--- src/rtl/mux8_rr_arbiter.sv ---
// mux8_rr_arbiter: round-robin owner of one mux8 slot with release, withdrawal and hold-timeout
module mux8_rr_arbiter #(
  parameter int MAX_HOLD = 16
) (
  input  logic       clk,
  input  logic       rst_n,
  input  logic [7:0] req,
  input  logic       rel,
  output logic [7:0] grant,
  output logic [2:0] select,
  output logic       valid,
  output logic       timeout
);
  typedef enum logic {IDLE, GRANTED} state_t;
  state_t     state;
  logic [2:0] ptr, base, win, idx;
  logic [7:0] cnt;
  logic       found, expire, term;
  always_comb begin
    expire = (MAX_HOLD != 0) && (cnt == 8'(MAX_HOLD - 1));
    term   = (state == GRANTED) && (rel || !req[select] || expire);
    base   = term ? select + 3'd1 : ptr;
    found  = 1'b0;
    win    = base;
    idx    = base;
    // Scan from farthest to nearest so the nearest set bit after base wins;
    // a withdrawn owner's bit is already clear, so no explicit mask is needed.
    for (int i = 7; i >= 0; i--) begin
      idx = base + 3'(i);
      if (req[idx]) begin
        found = 1'b1;
        win   = idx;
      end
    end
  end
  always_ff @(posedge clk or negedge rst_n) begin
    if (!rst_n) begin
      state   <= IDLE;
      grant   <= '0;
      select  <= '0;
      valid   <= 1'b0;
      timeout <= 1'b0;
      ptr     <= '0;
      cnt     <= '0;
    end else begin
      timeout <= term && expire && !rel && req[select];
      if (term) ptr <= select + 3'd1;
      if (state == IDLE || term) begin
        if (found) begin
          state  <= GRANTED;
          grant  <= 8'b1 << win;
          select <= win;
          valid  <= 1'b1;
          cnt    <= '0;
        end else begin
          state <= IDLE;
          grant <= '0;
          valid <= 1'b0;
        end
      end else begin
        cnt <= (cnt == 8'hFF) ? cnt : cnt + 8'd1;
      end
    end
  end
endmodule

--- config.mk ---
export PLATFORM = sky130hd
export DESIGN_NAME = mux8_rr_arbiter
export DESIGN_NICKNAME = d
export VERILOG_FILES = /design/src/rtl/mux8_rr_arbiter.sv
export SDC_FILE = /design/constraint.sdc
export NUM_CORES = 1
export LEC_CHECK = 0
export BUFFER_PORTS_ARGS = -buffer_cell sky130_fd_sc_hd__buf_2
export CAP_MARGIN = 10
export CORE_ASPECT_RATIO = 0.7
export CORE_UTILIZATION = 39
export CTS_CLUSTER_DIAMETER = 200
export DETAILED_ROUTE_END_ITERATION = 12
export HOLD_SLACK_MARGIN = 0.12
export PLACE_DENSITY = 0.55
export SKIP_CTS_REPAIR_TIMING = 1
export SLEW_MARGIN = 20
export SYNTH_ARGS = -nofsm -noshare
export SYNTH_HDL_FRONTEND = slang
export SYNTH_SLANG_ARGS = --single-unit
--- constraint.sdc ---
create_clock -name clk -period 8.62 [get_ports clk]
set_clock_uncertainty 0.1 [all_clocks]
set_input_delay 1.724 -clock clk [delete_from_list [all_inputs] [get_ports clk]]
set_output_delay 1.724 -clock clk [all_outputs]
set_load 0.005 [all_outputs]
Yosys cells after proc, flatten, opt, wreduce, memory -nomap -nowiden. Cells that the tools add are included.

Reductions and logical operators: 11. Bitwise gates (word level): 1. Multiplexer cells: 40. $add $sub $neg: 9. Shifts and indexed selects: 1. Eq/ne operators: 4. $lt $le $gt $ge: 9.

Operators with widths (number): $lt A3 B4 Y1 const B (9); $mux W8 (4); $bmux W1 S3 (9); $mux W3 (9); $mux W1 (18); $add A3 B3 Y3 const B (4); $add A8 B1 Y8 const B (1); $eq A8 B4 Y1 const B (1); $eq A8 B8 Y1 const B (1); $shl A1 B3 Y8 const A (1); $add A3 B1 Y3 const B (2); $add A3 B2 Y3 const B (2); $logic_and A1 B1 Y1 (4); $ne A2 B2 Y1 const B (2); $reduce_and A2 Y1 (2); $logic_or A1 B1 Y1 (3); $logic_not A1 Y1 (2); $not A1 Y1 (1).

Output and inout port bits: 13. Input bits: 11. Bits in registers: 24. Word-level logic and storage cells: 81.

Logic depth before layout (Yosys ltp). Gate-level depths: netlist (run 1).

Word-level depth: 20. Gate-level depth with buffers: 20.

Worst setup path after synthesis (run 1). OpenSTA, ideal clock, no wires.

Path type: in2reg. From: input req[6]. To: register grant[1]. Setup slack: 2707 ps. Data required time: 8398 ps. Stages: 18. Arrival: 5691 ps. Cells stage by stage: buf_2 > mux4_2 > o2bb2ai_4 > o21ai_4 > mux2i_4 > inv_2 > buf_6 > buf_6 > buf_2 > ha_1 > clkbuf_1 > mux4_2 > and2_1 > or4_1 > o41ai_1 > a311oi_1 > and2_4 > a32o_1.

Longest elaborated chain between the ends: 20. Elaborated cells on any way between the ends: 49. Those cells by class: 7 x add/sub; 1 x shift; 36 x mux; 5 x reduce/logical.

RTL lines: start, declared (line 7) `input logic [7:0] req,`; $bmux W1 S3 (line 21) `term = (state == GRANTED) && (rel || !req[select] || expire);`; $mux W1 (implied by the code) (line 21); $logic_not A1 Y1 (line 21); $logic_or A1 B1 Y1 (2 in a row) (line 21); $logic_and A1 B1 Y1 (line 21); $mux W3; $add A3 B3 Y3 (line 29) `idx = base + 3'(i);`; $bmux W1 S3 (line 30) `if (req[idx]) begin`; $mux W1 (implied by the code) (line 30); $mux W3 (8 in a row) (line 30); $shl A1 B3 Y8 (line 51) `grant <= 8'b1 << win;`; $mux W8 (line 49) `if (found) begin`; end signal, assigned (line 51); end, declared (line 9) `output logic [7:0] grant,`.

Parallel ways exist; a longest one is shown, timed or not. The select of a mux whose other input is x is not followed. A chain may end at the register's enable or synchronous reset.

Worst setup path in the final report (run 1).
From: input req[7]. To: register grant[1].

The elaborated chain is that of the path after synthesis.

==> results.md, run 1 <==
* Run status: completed
* WP data required at 8.67 ns
* Rel. slew slack at 0.287
* Synth Instances at 324
* Layout area overhead at 5.40%
* Library cells used by synthesis at 78
* # nets final at 342
* Area of placed instances at 2730 µm²
* Pin count of the biggest net entering global routing at 30
* Slew Limit Fails at 0
* Post-synthesis net count at 338
* Tcrit/Tclk final at 0.740
* Setup violators final at 0
* Critical path endpoint category: flop
* CTS sink count at 24
* Vias per inst at 6.11
* Die Width at 100 µm
* Min Tclk post-route at 6.37 ns
* Syn. warnings at 0
* GPL Wtd Cong at 0.878
* HPWL Detailed at 5600 µm
* Hold Crit Class: flop to flop
* Post-Syn Area at 2640 µm²
* Routed Wire Length at 7390 µm
* Antenna cells at 0
* Finished Layout Cells at 418
* Initial drt markers at 217
* Worst-Margin Slew at 1.06 ns
* ANT nets after route at 0
* Via count at 2,555
* Crit path DAT at 6.43 ns
* Average size of a mapped cell at 8.16 µm²
* Initial antenna violation count at 0
* PortBufs at 23
* CP max stage delay at 0.69 ns
* Gr usage total at 0.216
* First-pass GRT wire length at 12,100 µm
* Max-Cap Viols at 0
* Cell Chain, Critical Path: buf_2 -> mux4_2 -> o2bb2ai_4 -> o21ai_4 -> mux2i_4 -> inv_2 -> ha_1 -> nand2_1 -> mux2i_1 -> nor2_1 -> nor4_1 -> and4b_1 -> or2_1 -> and2b_1 -> a32o_1
* Worst Setup Start Kind: primary input
* Share of cells above drive strength 1 at 0.171
* Async set-reset flop share out of synthesis at 1.00
* RSZ-0062 raised after global routing: no
* Setup CP Type: primary input to flop
* Design area at 2790 µm²
* Clk buf depth at 2
* Peak Freq at 157 MHz
* Post-synthesis sequential area ratio at 0.227
* Die area at 7110 µm²
* H-Tree Depth at 1
* Drt first pass iters at 5
* TritonCTS clock tree: yes
* Per-cell routed wire length at 17.7 µm
* Core ar. at 6400 µm²
* Clk Latency, worst-skew pair at 0.26 ns
* Post-synth EDFFs at 0
* Final hold viol count at 0
* Number of global-route vias before repair at 2,217
* TritonCTS buffer count at 3
* Total grt overflow at 0
* CP max-delay cell: mux2i_4
* Critical path peak fanout at 26
* Synth Flop Type: dfrtp_1
* Worst-path clk slew at 0.08 ns
* Setup TNS at 0 ns
* Flops & latches, synth at 24
* Root Buffer: clkbuf_8
* Die Y at 70.9 µm
* Placed cells at 414
* Row Count at 24
* DR DRC count at 0
* Starting Density at 0.413
* I/O pin cnt at 24
final cells by class:
cell class / count / area, µm²
Fill cell: 683 / 3610
Multi-Input combinational cell: 263 / 1850
Sequential cell: 24 / 601
Timing Repair Buffer: 23 / 115
Tap cell: 91 / 114
Clock buffer: 4 / 55.1
Inverter: 13 / 51.3
synthesized netlist by cell type (5+ instances only):
library cell | number | area [µm²]
nor4_1 | 5 | 31.3
mux2i_1 | 14 | 140
a21oi_1 | 16 | 80.1
clkbuf_1 | 9 | 33.8
o31ai_2 | 5 | 62.6
o21bai_1 | 5 | 37.5
buf_6 | 5 | 56.3
nor3_1 | 6 | 30.0
o211ai_1 | 12 | 90.1
and3_1 | 7 | 43.8
nand3_1 | 13 | 65.1
dfrtp_1 | 24 | 601
o21ai_0 | 9 | 45.0
o21ai_1 | 5 | 25.0
buf_2 | 7 | 35.0
inv_1 | 10 | 37.5
nand2_1 | 42 | 158
nor2_1 | 23 | 86.3
a31oi_1 | 10 | 62.6
registers in the layout, indices dropped and copies added, names as in the netlist:
name     count
cnt          8
grant        8
ptr          3
select       3
state        1
timeout      1
cell families after synthesis:
| logic type | share of synthesized area |
|---|---|
| AO/OA/AOI/OAI | 0.312 |
| XOR/XNOR | 0.0227 |
| multiplexers | 0.104 |
| adder cells (fa/ha/maj) | 0.0142 |
| AND/OR/NAND/NOR | 0.247 |
| buffers and inverters | 0.0729 |
| flip-flops | 0.227 |
layer usage:
layer  vias up  track usage  routed length, µm
met5         -            0                  0
met4         0       0.0177                 17
met3         2       0.0405                607
met2       100        0.294               2910
met1      1215        0.359               3860
li1       1238            -                  -
metrics by stage:
step,hold WS [ns],util,setup slack [ns]
6_report,0.388,0.435,2.25
3_5_place_dp,0.372,0.427,2.00
5_1_grt,0.421,0.435,1.92
4_1_cts,0.393,0.435,2.29
3_3_place_gp,0.367,0.427,2.15
2_1_floorplan,0.378,-,2.71
cell usage in the layout, fill, tap and decap left out, types with 5 or more instances in the layout:
cell,netlist,final
nor2_1,23,23
o21ai_0,9,9
a21oi_1,16,16
and3_1,7,7
nand3_1,13,13
nor3_1,6,6
nor4_1,5,5
buf_2,7,23
inv_1,10,10
a31oi_1,10,10
dfrtp_1,24,24
nand2_1,42,42
mux2i_1,14,14
o211ai_1,12,12
o21bai_1,5,5
o21ai_1,5,5
o31ai_2,5,5
worst max-delay path: cells and delay by family:
| kind | cells | cell delay [ns] |
|---|---|---|
| buf+inv | 2 | 0.54 |
| fa+ha+maj | 1 | 0.59 |
| mux | 3 | 1.48 |
| simple gates | 6 | 1.36 |
| compound gates | 3 | 0.72 |
worst paths after layout:
kind,start,endpoint,slack (ns),cells past startpoint
min,grant[5],grant[5],0.39,2
max in group asynchronous,rst_n,grant[2],6.74,1
min reg2reg,grant[5],grant[5],0.39,2
max reg2reg,select[0],grant[1],3.19,14
min in group asynchronous,rst_n,cnt[4],1.33,1
max,req[7],grant[1],2.25,15
Power of run 1 is not shown: default switching activity piles up to over one toggle a cycle in this logic, so the estimate is an artifact.
==> inputs of run 2 (changes only) <==
==> constraint.sdc (replaced) <==
create_clock -name clk -period 6.1 [get_ports clk]
set_clock_uncertainty 0.1 [all_clocks]
set_input_delay 1.22 -clock clk [delete_from_list [all_inputs] [get_ports clk]]
set_output_delay 1.22 -clock clk [all_outputs]
set_load 0.005 [all_outputs]
==> results.md, run 2 (synthesized netlist as in run 1, its figures left out) <==
* Die Y at 70.9 µm (unchanged)
* Multi-input gate area at 1850 µm² (unchanged)
* Number of global-route vias before repair at 2,382 (was 2,217)
* Routed Wire Length at 7590 µm (was 7390 µm)
* Final hold viol count at 0 (unchanged)
* Starting Density at 0.413 (unchanged)
* Slew Limit Fails at 0 (unchanged)
* CTS sink count at 24 (unchanged)
* Top delay family on crit path: compound AO/OA/AOI/OAI gates (was multiplexers)
* Setup CP Type: primary input to flop (unchanged)
* Row Count at 24 (unchanged)
* H-Tree Depth at 1 (unchanged)
* Fillers at 645 (was 683)
* CP max-delay cell: mux4_2 (was mux2i_4)
* Initial antenna violation count at 0 (unchanged)
* TritonCTS clock tree: yes (unchanged)
* Clk Latency, worst-skew pair at 0.27 ns (was 0.26 ns)
* Worst-Margin Slew at 0.598 ns (was 1.06 ns)
* Core ar. at 6400 µm² (unchanged)
* Drt first pass iters at 5 (unchanged)
* Run status: completed (unchanged)
* Total grt overflow at 0 (unchanged)
* Worst-path clk slew at 0.09 ns (was 0.08 ns)
* Cell Chain, Critical Path: buf_2 -> mux4_2 -> o2bb2ai_4 -> o21ai_4 -> mux2i_4 -> inv_2 -> ha_1 -> mux4_2 -> and2_1 -> nor2_1 -> o41ai_1 -> a311oi_1 -> nand2_2 -> a32o_1 (was buf_2 -> mux4_2 -> o2bb2ai_4 -> o21ai_4 -> mux2i_4 -> inv_2 -> ha_1 -> nand2_1 -> mux2i_1 -> nor2_1 -> nor4_1 -> and4b_1 -> or2_1 -> and2b_1 -> a32o_1)
* TritonCTS buffer count at 3 (unchanged)
* Hold Crit Class: flop to flop (unchanged)
* Critical path endpoint category: flop (unchanged)
* Tcrit/Tclk final at 0.814
* Min Tclk post-route at 4.96 ns
* I/O pin cnt at 24 (unchanged)
* Via count at 2,540 (was 2,555)
* WP data required at 6.17 ns (was 8.67 ns)
* Regs by FF count: cnt (8), grant (8) (unchanged)
* Reg area at 601 µm² (unchanged)
* Place WS at 0.901 ns (was 2.00 ns)
* Most common cell after layout, fill and taps aside: nand2_1 (unchanged)
* # nets final at 348 (was 342)
* Commonest non-fill, non-tap cells in the layout: 42 x nand2_1, 24 x dfrtp_1, 23 x nor2_1, 23 x buf_2, 16 x a21oi_1 (unchanged)
* CP bufs+invs at 2 (unchanged)
* Die Width at 100 µm (unchanged)
* Antenna cells at 0 (unchanged)
* Pin count of the biggest net entering global routing at 29 (was 30)
* Share of cells above drive strength 1 at 0.186 (was 0.171)
* Initial drt markers at 222 (was 217)
* Worst Setup Start Kind: primary input (unchanged)
* RSZ-0062 raised after global routing: no (unchanged)
* Final core utilization at 0.445 (was 0.435)
* Clk buf depth at 2 (unchanged)
* Die area at 7110 µm² (unchanged)
* Critical Path Most Common Cell: mux4_2
* Layout area overhead at 7.72% (was 5.40%)
* Rel. slew slack at 0.599 (was 0.287)
* Crit path DAT at 5.03 ns (was 6.43 ns)
* Max-Cap Viols at 0 (unchanged)
* Critical path peak fanout at 11 (was 26)
* Root Buffer: clkbuf_8 (unchanged)
* Gr usage total at 0.221 (was 0.216)
* DR DRC count at 0 (unchanged)
* HPWL Detailed at 5610 µm (was 5600 µm)
* CP max stage delay at 0.52 ns (was 0.69 ns)
* First-pass GRT wire length at 12,400 µm (was 12,100 µm)
* Setup TNS at 0 ns (unchanged)
* PortBufs at 23 (unchanged)
* Peak Freq at 201 MHz
* GPL Wtd Cong at 0.930 (was 0.878)
* Per-cell routed wire length at 17.9 µm (was 17.7 µm)
* Vias per inst at 5.99 (was 6.11)
* Fin worst setup slack at 1.14 ns (was 2.25 ns)
* Setup violators final at 0 (unchanged)
* ANT nets after route at 0 (unchanged)
## run 2: changes by cell type in the layout (fill, tap and decap cells not counted)
cell,delta
buf_4,+6
bufinv_16,+1
clkbuf_8,-1
## run 2: metrics by stage
stage / hold slack [ns] / instance area (µm²) / cells
final: 0.385 / 2850 / 424
after global routing: 0.418 / 2850 / 424
after CTS: 0.388 / 2850 / 424
after detailed placement: 0.372 / 2780 / 420
after global placement: 0.370 / 2780 / 420
after floorplan: 0.378 / 2640 / 324
## run 2: layout make-up
| class | instances | area share |
|---|---|---|
| multi-input combinational | 263 | 0.650 |
| sequential | 24 | 0.211 |
| timing repair buffer | 29 | 0.0563 |
| tap | 91 | 0.0400 |
| inverter | 13 | 0.0180 |
| clock buffer | 3 | 0.0145 |
| clock inverter | 1 | 0.0105 |
## run 2: worst paths after layout
kind	startpoint	endpoint	slack (ns)	cells after the start
worst max-delay path	req[7]	grant[0]	1.14	14
worst min-delay path	grant[7]	grant[7]	0.38	2
worst max register to register	select[0]	grant[0]	1.57	13
worst min register to register	grant[7]	grant[7]	0.38	2
max in group asynchronous	rst_n	cnt[7]	4.71	1
min in group asynchronous	rst_n	grant[5]	0.82	1
## run 2: layer usage
metal	track usage	routed length, µm	vias up
met5	0	0	-
met4	0.0403	74	0
met3	0.0287	495	8
met2	0.317	2970	94
met1	0.353	4040	1192
li1	-	-	1246
## run 2: worst min-delay path, stage by stage (launching register included)
cell,delay (ns)
dfrtp_1,0.35
nand2_1,0.06
o31ai_2,0.05
Power of run 2 is left out for the same reason.
